### src/rtl/rr_alu_ctl_seq.sv
// Control-step sequencer for Mini-SRC three-register ALU instructions (fetch T0..T2, execute T3..T5).
// Define RR_SEQ_MULDIV_EN to add mul/div sequencing through T6 with LO/HI capture.
module rr_alu_ctl_seq #(
  parameter int unsigned DATA_W    = 32,
  parameter int unsigned OPC_W     = 5,
  parameter int unsigned REG_FLD_W = 4,
  localparam int unsigned NREGS    = 2**REG_FLD_W
) (
  input  logic              Clock,
  input  logic              clear,
  input  logic              start,
  input  logic              mem_rdy,
  input  logic [DATA_W-1:0] ir_in,
  output logic              busy,
  output logic              done,
  output logic              err,
  output logic              PCout,
  output logic              Zlowout,
  output logic              Zhighout,
  output logic              MDRout,
  output logic              MARin,
  output logic              Zin,
  output logic              PCin,
  output logic              MDRin,
  output logic              IRin,
  output logic              Yin,
  output logic              LOin,
  output logic              HIin,
  output logic              IncPC,
  output logic              Read,
  output logic [OPC_W-1:0]  alu_op,
  output logic [NREGS-1:0]  reg_in,
  output logic [NREGS-1:0]  reg_out
);

  localparam int unsigned RA_MSB = DATA_W - OPC_W - 1;
  localparam int unsigned RB_MSB = RA_MSB - REG_FLD_W;
  localparam int unsigned RC_MSB = RB_MSB - REG_FLD_W;
  localparam int unsigned RC_LSB = RC_MSB - REG_FLD_W + 1;

  typedef enum logic [3:0] {
    S_IDLE, S_T0, S_T1, S_T1W, S_T2, S_T3, S_T4, S_T5, S_T6
  } state_t;

  state_t state, state_nx;

  logic [OPC_W-1:0]     opcode;
  logic [REG_FLD_W-1:0] ra, rb, rc;
  logic                 is_alu, is_muldiv, is_legal;
  logic                 unused_ir_lo;

  assign opcode = ir_in[DATA_W-1 -: OPC_W];
  assign ra     = ir_in[RA_MSB -: REG_FLD_W];
  assign rb     = ir_in[RB_MSB -: REG_FLD_W];
  assign rc     = ir_in[RC_MSB -: REG_FLD_W];
  assign unused_ir_lo = ^ir_in[RC_LSB-1:0];

  // Supported R-type ALU opcodes form the contiguous range add (3) .. rol (11).
  assign is_alu = (opcode >= OPC_W'(3)) && (opcode <= OPC_W'(11));

`ifdef RR_SEQ_MULDIV_EN
  assign is_muldiv = (opcode == OPC_W'(15)) || (opcode == OPC_W'(16));
`else
  assign is_muldiv = 1'b0;
`endif

  assign is_legal = is_alu || is_muldiv;

  function automatic logic [NREGS-1:0] onehot(input logic [REG_FLD_W-1:0] idx);
    return NREGS'(1) << idx;
  endfunction

  // State register with synchronous clear.
  always_ff @(posedge Clock) begin
    if (clear) state <= S_IDLE;
    else       state <= state_nx;
  end

  // Next-state and Moore strobe decode from state plus IR fields.
  always_comb begin
    state_nx = state;
    busy     = (state != S_IDLE);
    done     = 1'b0;
    err      = 1'b0;
    PCout    = 1'b0;
    Zlowout  = 1'b0;
    Zhighout = 1'b0;
    MDRout   = 1'b0;
    MARin    = 1'b0;
    Zin      = 1'b0;
    PCin     = 1'b0;
    MDRin    = 1'b0;
    IRin     = 1'b0;
    Yin      = 1'b0;
    LOin     = 1'b0;
    HIin     = 1'b0;
    IncPC    = 1'b0;
    Read     = 1'b0;
    alu_op   = '0;
    reg_in   = '0;
    reg_out  = '0;

    case (state)
      S_IDLE: begin
        if (start) state_nx = S_T0;
      end
      S_T0: begin
        PCout    = 1'b1;
        MARin    = 1'b1;
        IncPC    = 1'b1;
        Zin      = 1'b1;
        state_nx = S_T1;
      end
      S_T1: begin
        Zlowout  = 1'b1;
        PCin     = 1'b1;
        Read     = 1'b1;
        MDRin    = 1'b1;
        state_nx = mem_rdy ? S_T2 : S_T1W;
      end
      // Fetch stall: keep reading, but the incremented PC was already loaded in T1.
      S_T1W: begin
        Read  = 1'b1;
        MDRin = 1'b1;
        if (mem_rdy) state_nx = S_T2;
      end
      S_T2: begin
        MDRout   = 1'b1;
        IRin     = 1'b1;
        state_nx = S_T3;
      end
      S_T3: begin
        if (is_legal) begin
          Yin      = 1'b1;
          reg_out  = is_muldiv ? onehot(ra) : onehot(rb);
          state_nx = S_T4;
        end else begin
          err      = 1'b1;
          state_nx = S_IDLE;
        end
      end
      S_T4: begin
        Zin      = 1'b1;
        alu_op   = opcode;
        reg_out  = is_muldiv ? onehot(rb) : onehot(rc);
        state_nx = S_T5;
      end
      S_T5: begin
        Zlowout = 1'b1;
        alu_op  = opcode;
`ifdef RR_SEQ_MULDIV_EN
        if (is_muldiv) begin
          LOin     = 1'b1;
          state_nx = S_T6;
        end else begin
          reg_in   = onehot(ra);
          done     = 1'b1;
          state_nx = start ? S_T0 : S_IDLE;
        end
`else
        reg_in   = onehot(ra);
        done     = 1'b1;
        state_nx = start ? S_T0 : S_IDLE;
`endif
      end
`ifdef RR_SEQ_MULDIV_EN
      S_T6: begin
        Zhighout = 1'b1;
        HIin     = 1'b1;
        done     = 1'b1;
        alu_op   = opcode;
        state_nx = start ? S_T0 : S_IDLE;
      end
`endif
      default: state_nx = S_IDLE;
    endcase
  end

endmodule

### config.mk
export PLATFORM = sky130hd
export DESIGN_NAME = rr_alu_ctl_seq
export DESIGN_NICKNAME = d
export VERILOG_FILES = /design/src/rtl/rr_alu_ctl_seq.sv
export SDC_FILE = /design/constraint.sdc
export NUM_CORES = 1
export LEC_CHECK = 0
export BUFFER_PORTS_ARGS = -buffer_cell sky130_fd_sc_hd__buf_2
export CAP_MARGIN = 20
export CELL_PAD_IN_SITES_DETAIL_PLACEMENT = 1
export CELL_PAD_IN_SITES_GLOBAL_PLACEMENT = 1
export CORE_ASPECT_RATIO = 1.2
export CORE_MARGIN = 10
export CORE_UTILIZATION = 18
export DETAILED_ROUTE_END_ITERATION = 10
export PLACE_DENSITY = 0.78
export SKIP_CTS_REPAIR_TIMING = 1
export SLEW_MARGIN = 15
export SYNTH_ARGS = -nofsm -noshare
export SYNTH_HDL_FRONTEND = slang
export SYNTH_SLANG_ARGS = --single-unit
### constraint.sdc
create_clock -name Clock -period 1.7 [get_ports Clock]
set_input_delay 0.34 -clock Clock [delete_from_list [all_inputs] [get_ports Clock]]
set_output_delay 0.34 -clock Clock [all_outputs]
set_load 0.03 [all_outputs]
# Yosys cells after proc, flatten, opt, wreduce, memory -nomap -nowiden
# Index checks and enable logic that the tools add are counted.
[totals]
regBits = 4
inputBits = 36
out_inout_bits = 54
elab_cells = 44
[op_classes]
n_lt_le_gt_ge = 2
eq_ne = 9
shift = 3
muxes = 21
n_reduce_logical = 8
[ops]
columns = ["cell", "n"]
rows = [
  ["1-bit by 4-bit << shifter with 16-bit output (first input constant)", 3],
  ["16-bit 2-to-1 mux", 2],
  ["16-bit case mux with 2 select lines", 1],
  ["4-bit case mux with 8 select lines", 1],
  ["4-bit by 3-bit == test with 1-bit output (second input constant)", 4],
  ["1-bit 2-to-1 mux", 12],
  ["4-bit by 2-bit == test with 1-bit output (second input constant)", 2],
  ["4-bit 2-to-1 mux", 2],
  ["2-bit OR reduction", 4],
  ["3-bit 2-to-1 mux", 2],
  ["5-bit by 2-bit greater-or-equal comparator with 1-bit output (second input constant)", 1],
  ["5-bit by 4-bit <= comparator with 1-bit output (second input constant)", 1],
  ["5-bit 2-to-1 mux", 1],
  ["4-bit by 1-bit == test with 1-bit output (second input constant)", 1],
  ["4-bit zero test", 1],
  ["2-bit != test (second input constant)", 2],
  ["4-bit nonzero test", 1],
  ["2-bit AND reduction", 1],
  ["1-bit logical AND", 1],
]

# Longest topological paths before layout
[logic_depth]
word_depth = 4
ltp_mapped = 5
mapped_depth_nobuf = 3

# Worst setup path before layout
# No wires, ideal clock.
[synth_timing]
path_type = "reg2out"
from = "register state[2]"
to = "output reg_in[1]"
arrival_ps = 1520
required_ps = 1360
setup_slack_ps = -160
path_stages_with_launch = 5
n_path_buf = 1
cell_sequence = "dfxtp_1 > and3_1 > buf_4 > or3b_4 > nor2_1"
[synth_between]
elab_chain_cells = 2
[synth_lines]
columns = ["item", "line_no", "source"]
rows = [
  ["start, declared", "45", "state_t state, state_nx;"],
  ["start signal, assigned", "76", "else state <= state_nx;"],
  ["4-bit by 3-bit == test with 1-bit output", "103", "case (state)"],
  ["16-bit 2-to-1 mux", "103", ""],
  ["end, declared", "32", "output logic [NREGS-1:0] reg_in,"],
]
# Every way passes these cells.

# Final worst setup path
[layout_timing]
from = "register state[0]"
to = "output reg_out[10]"
[layout_between]
elab_chain_cells = 2
word_cells_on_any_way = 3
classes_between = "eq/ne (2); mux (1)"
[layout_lines]
columns = ["item", "line_no", "source"]
rows = [
  ["4-bit by 3-bit == test with 1-bit output", "103", ""],
  ["16-bit case mux with 2 select lines (*)", "103", ""],
  ["end, declared", "33", "output logic [NREGS-1:0] reg_out"],
]
# Every way passes the cells marked *; elsewhere a longest branch is shown, timed or not.

==> results by group <==
Status
  – Outcome: finished, violations left
  – Failing checks: setup timing

Die
  – Initial Util: about a fifth
  – Die area: between 6000 and 7000 um^2
  – Num rows: 24
  – Die Y-Extent: 88.83 um
  – Boundary pin count: 90
  – Die X: 77.36 um
  – Core area: between 3000 and 4000 um^2

Worst setup path
  – Critical path class: flip-flop to output pin
  – Arr. time, crit path: 1.59 ns
  – Worst path required time: 1.36 ns
  – Crit path capture type: output pin
  – CP Launch Type: flip-flop
  – R2R depth: 4
  – Worst-path fanout max: 4

Global routing
  – Vias in the first global route: 1181
  – Initial antenna violation count: 0
  – GRT Overall Usage: 9.601%
  – Largest net degree at the start of global routing: 11
  – Global-route wire length before repair: 5506 um
  – GRT overflow: 0

Flow run
  – Max-Cap Viols: 0

Clock tree
  – Clock transition at the registers of the reported paths: roughly 0.030 ns
  – CTS Sinks: 3
  – Worst-skew pair later-pin latency: 0.22 ns
  – Htree depth: 1
  – TritonCTS clock tree: done
  – Clock Tree Root: clkbuf_8
  – Clock Path Buffers: 2
  – Cts bufs inserted: 3

Timing
  – Setup Skew: 0.003077 ns
  – Setup Viol. Count Final: 27
  – Max Freq: 518.3 MHz
  – Setup TNS: -3.092 ns
  – Tcrit/Tclk final: 113.5%
  – Fin crit period: 1.929 ns
  – PnR worst setup slack: -0.2294 ns
  – Final Slew Violations: 0
  – RSZ-0062 raised after global routing: true
  – Final Hold Fails: 0

Drt
  – DRT iter0 DRCs: 72
  – Drt first pass iters: 4
  – Routed WL: 4185 um
  – Final ANT Viol Nets: 0
  – Avg WL per Cell: 16.94 um
  – Via count: 1181
  – Residual DRC: 0
  – Via density: 4.781

Place
  – Dpl hpwl: 3193 um
  – GPL Wtd Cong: 0.8230
  – Port bufs: 71

Yosys
  – Mean Syn Cell Area: 6.289 um^2
  – Share of synthesized registers carrying an async set or reset: 0%
  – Library cells used by synthesis: 34
  – EDFF count, synth: 0
  – Seq/Total Area, Yosys: 8.451%
  – Warnings from Yosys: 0
  – Post-synthesis cell area: 710.7 um^2
  – Top FF cell, synth: dfxtp_1
  – Yosys reg bits: 3
  – Cell count after synthesis: 113

Layout
  – Max FFs per register: 3
  – Largest Register: state
  – Fin util: between 40% and 50%
  – Synth-to-Final Area Change: 117.4%
  – Nets: 232
  – Largest registers: state (3)
  – FILL cells: 490
  – Commonest non-fill, non-tap cells in the layout: buf_2, buf_4, buf_6
  – Share of cells above drive strength 1: 65.13%
  – Most common cell after layout, fill and taps aside: buf_2
  – FF+latch area: around 64 um^2
  – Diodes inserted: 0
  – Multi-input logic area: 742.0 um^2

Pwr
  – Leakage component of the power: 0.7115 nW
  – P per Cell Area: 481.9 nW/um^2
  – Maximum vdd drop: 0.0004306 V

Min path
  – Hold Path Stages: 2
  – Min-delay worst type: primary input to flip-flop
stage by stage:
| step | total power, mW | hold WS (ns) | setup WS, ns | std cells | area (um^2) |
|---|---|---|---|---|---|
| after global placement | 0.4779 | 0.5388 | -0.02117 | 240 | 1230 |
| after detailed placement | 0.4863 | 0.5556 | -0.07532 | 240 | 1230 |
| final | 0.7446 | 0.3229 | -0.2294 | 247 | 1545 |
| after global routing | 0.7902 | 0.3356 | -0.2691 | 247 | 1545 |
| after CTS | 0.7001 | 0.3278 | -0.3046 | 244 | 1275 |
| after floorplan | 0.3555 | 0.4094 | -0.07374 | 115 | 780.7 |
Yosys cell counts (2+ instances only):
library cell  instances  share of area, %
or3b_1                2               2.5
nand3_1               4               2.8
o22ai_1              16                14
nor3_1                3               2.1
a21oi_1               2               1.4
and3_1                7               6.2
buf_4                 8               8.5
clkbuf_1              3               1.6
nor2b_1               4               3.5
nand3b_1              7               7.4
nand2_1              10               5.3
dfxtp_1               3               8.5
nor2_1               16               8.5
inv_1                 2               1.1
a31oi_1               2               1.8
nand2b_1              5               4.4
or3_1                 2               1.8
path summary, 6_finish.rpt:
path,startpoint,endpoint,slack [ns]
setup reg to reg,state[1],state[1],0.39
hold reg to reg,state[2],state[2],0.69
hold / removal,clear,state[1],0.32
setup / recovery,state[0],reg_out[10],-0.23
where the power goes:
part / internal (mW) / leakage (nW) / switching (mW)
clock network: 0.160 / 0.0228 / 0.0490
logic: 0.164 / 0.663 / 0.276
registers: 0.0842 / 0.0258 / 0.0107
layer usage:
layer  share of wire [%]  global-route usage (%)  wire [um]  vias up
met5                   0                       0          0        -
met4                 1.7                   1.993         72        0
met2                  55                   18.11       2283       40
li1                    -                       -          -      574
met3                 5.8                   3.245        243        6
met1                  38                   10.18       1586      561
critical path, stage by stage (launching register included):
cell	delay, ns
dfxtp_2	0.32
nand3b_1	0.23
or3b_4	0.45
o22ai_2	0.22
buf_6	0.16
layout make-up:
cell class	instances	area share, %
multi-input combinational	98	48.02
timing repair buffer	88	40.24
tap	52	4.211
sequential	3	4.130
clock buffer	4	2.915
inverter	2	0.4858
cells by family (layout without fill, tap and decap cells):
kind of cell	Yosys count	count (layout)	synth area share (%)
buffers and inverters	14	94	11.80
flip-flops	3	3	8.451
AO/OA/AOI/OAI	25	25	22.36
AND/OR/NAND/NOR	70	70	56.87
other	1	3	0.5277
Note: power is estimated with default switching activity, not from simulation.
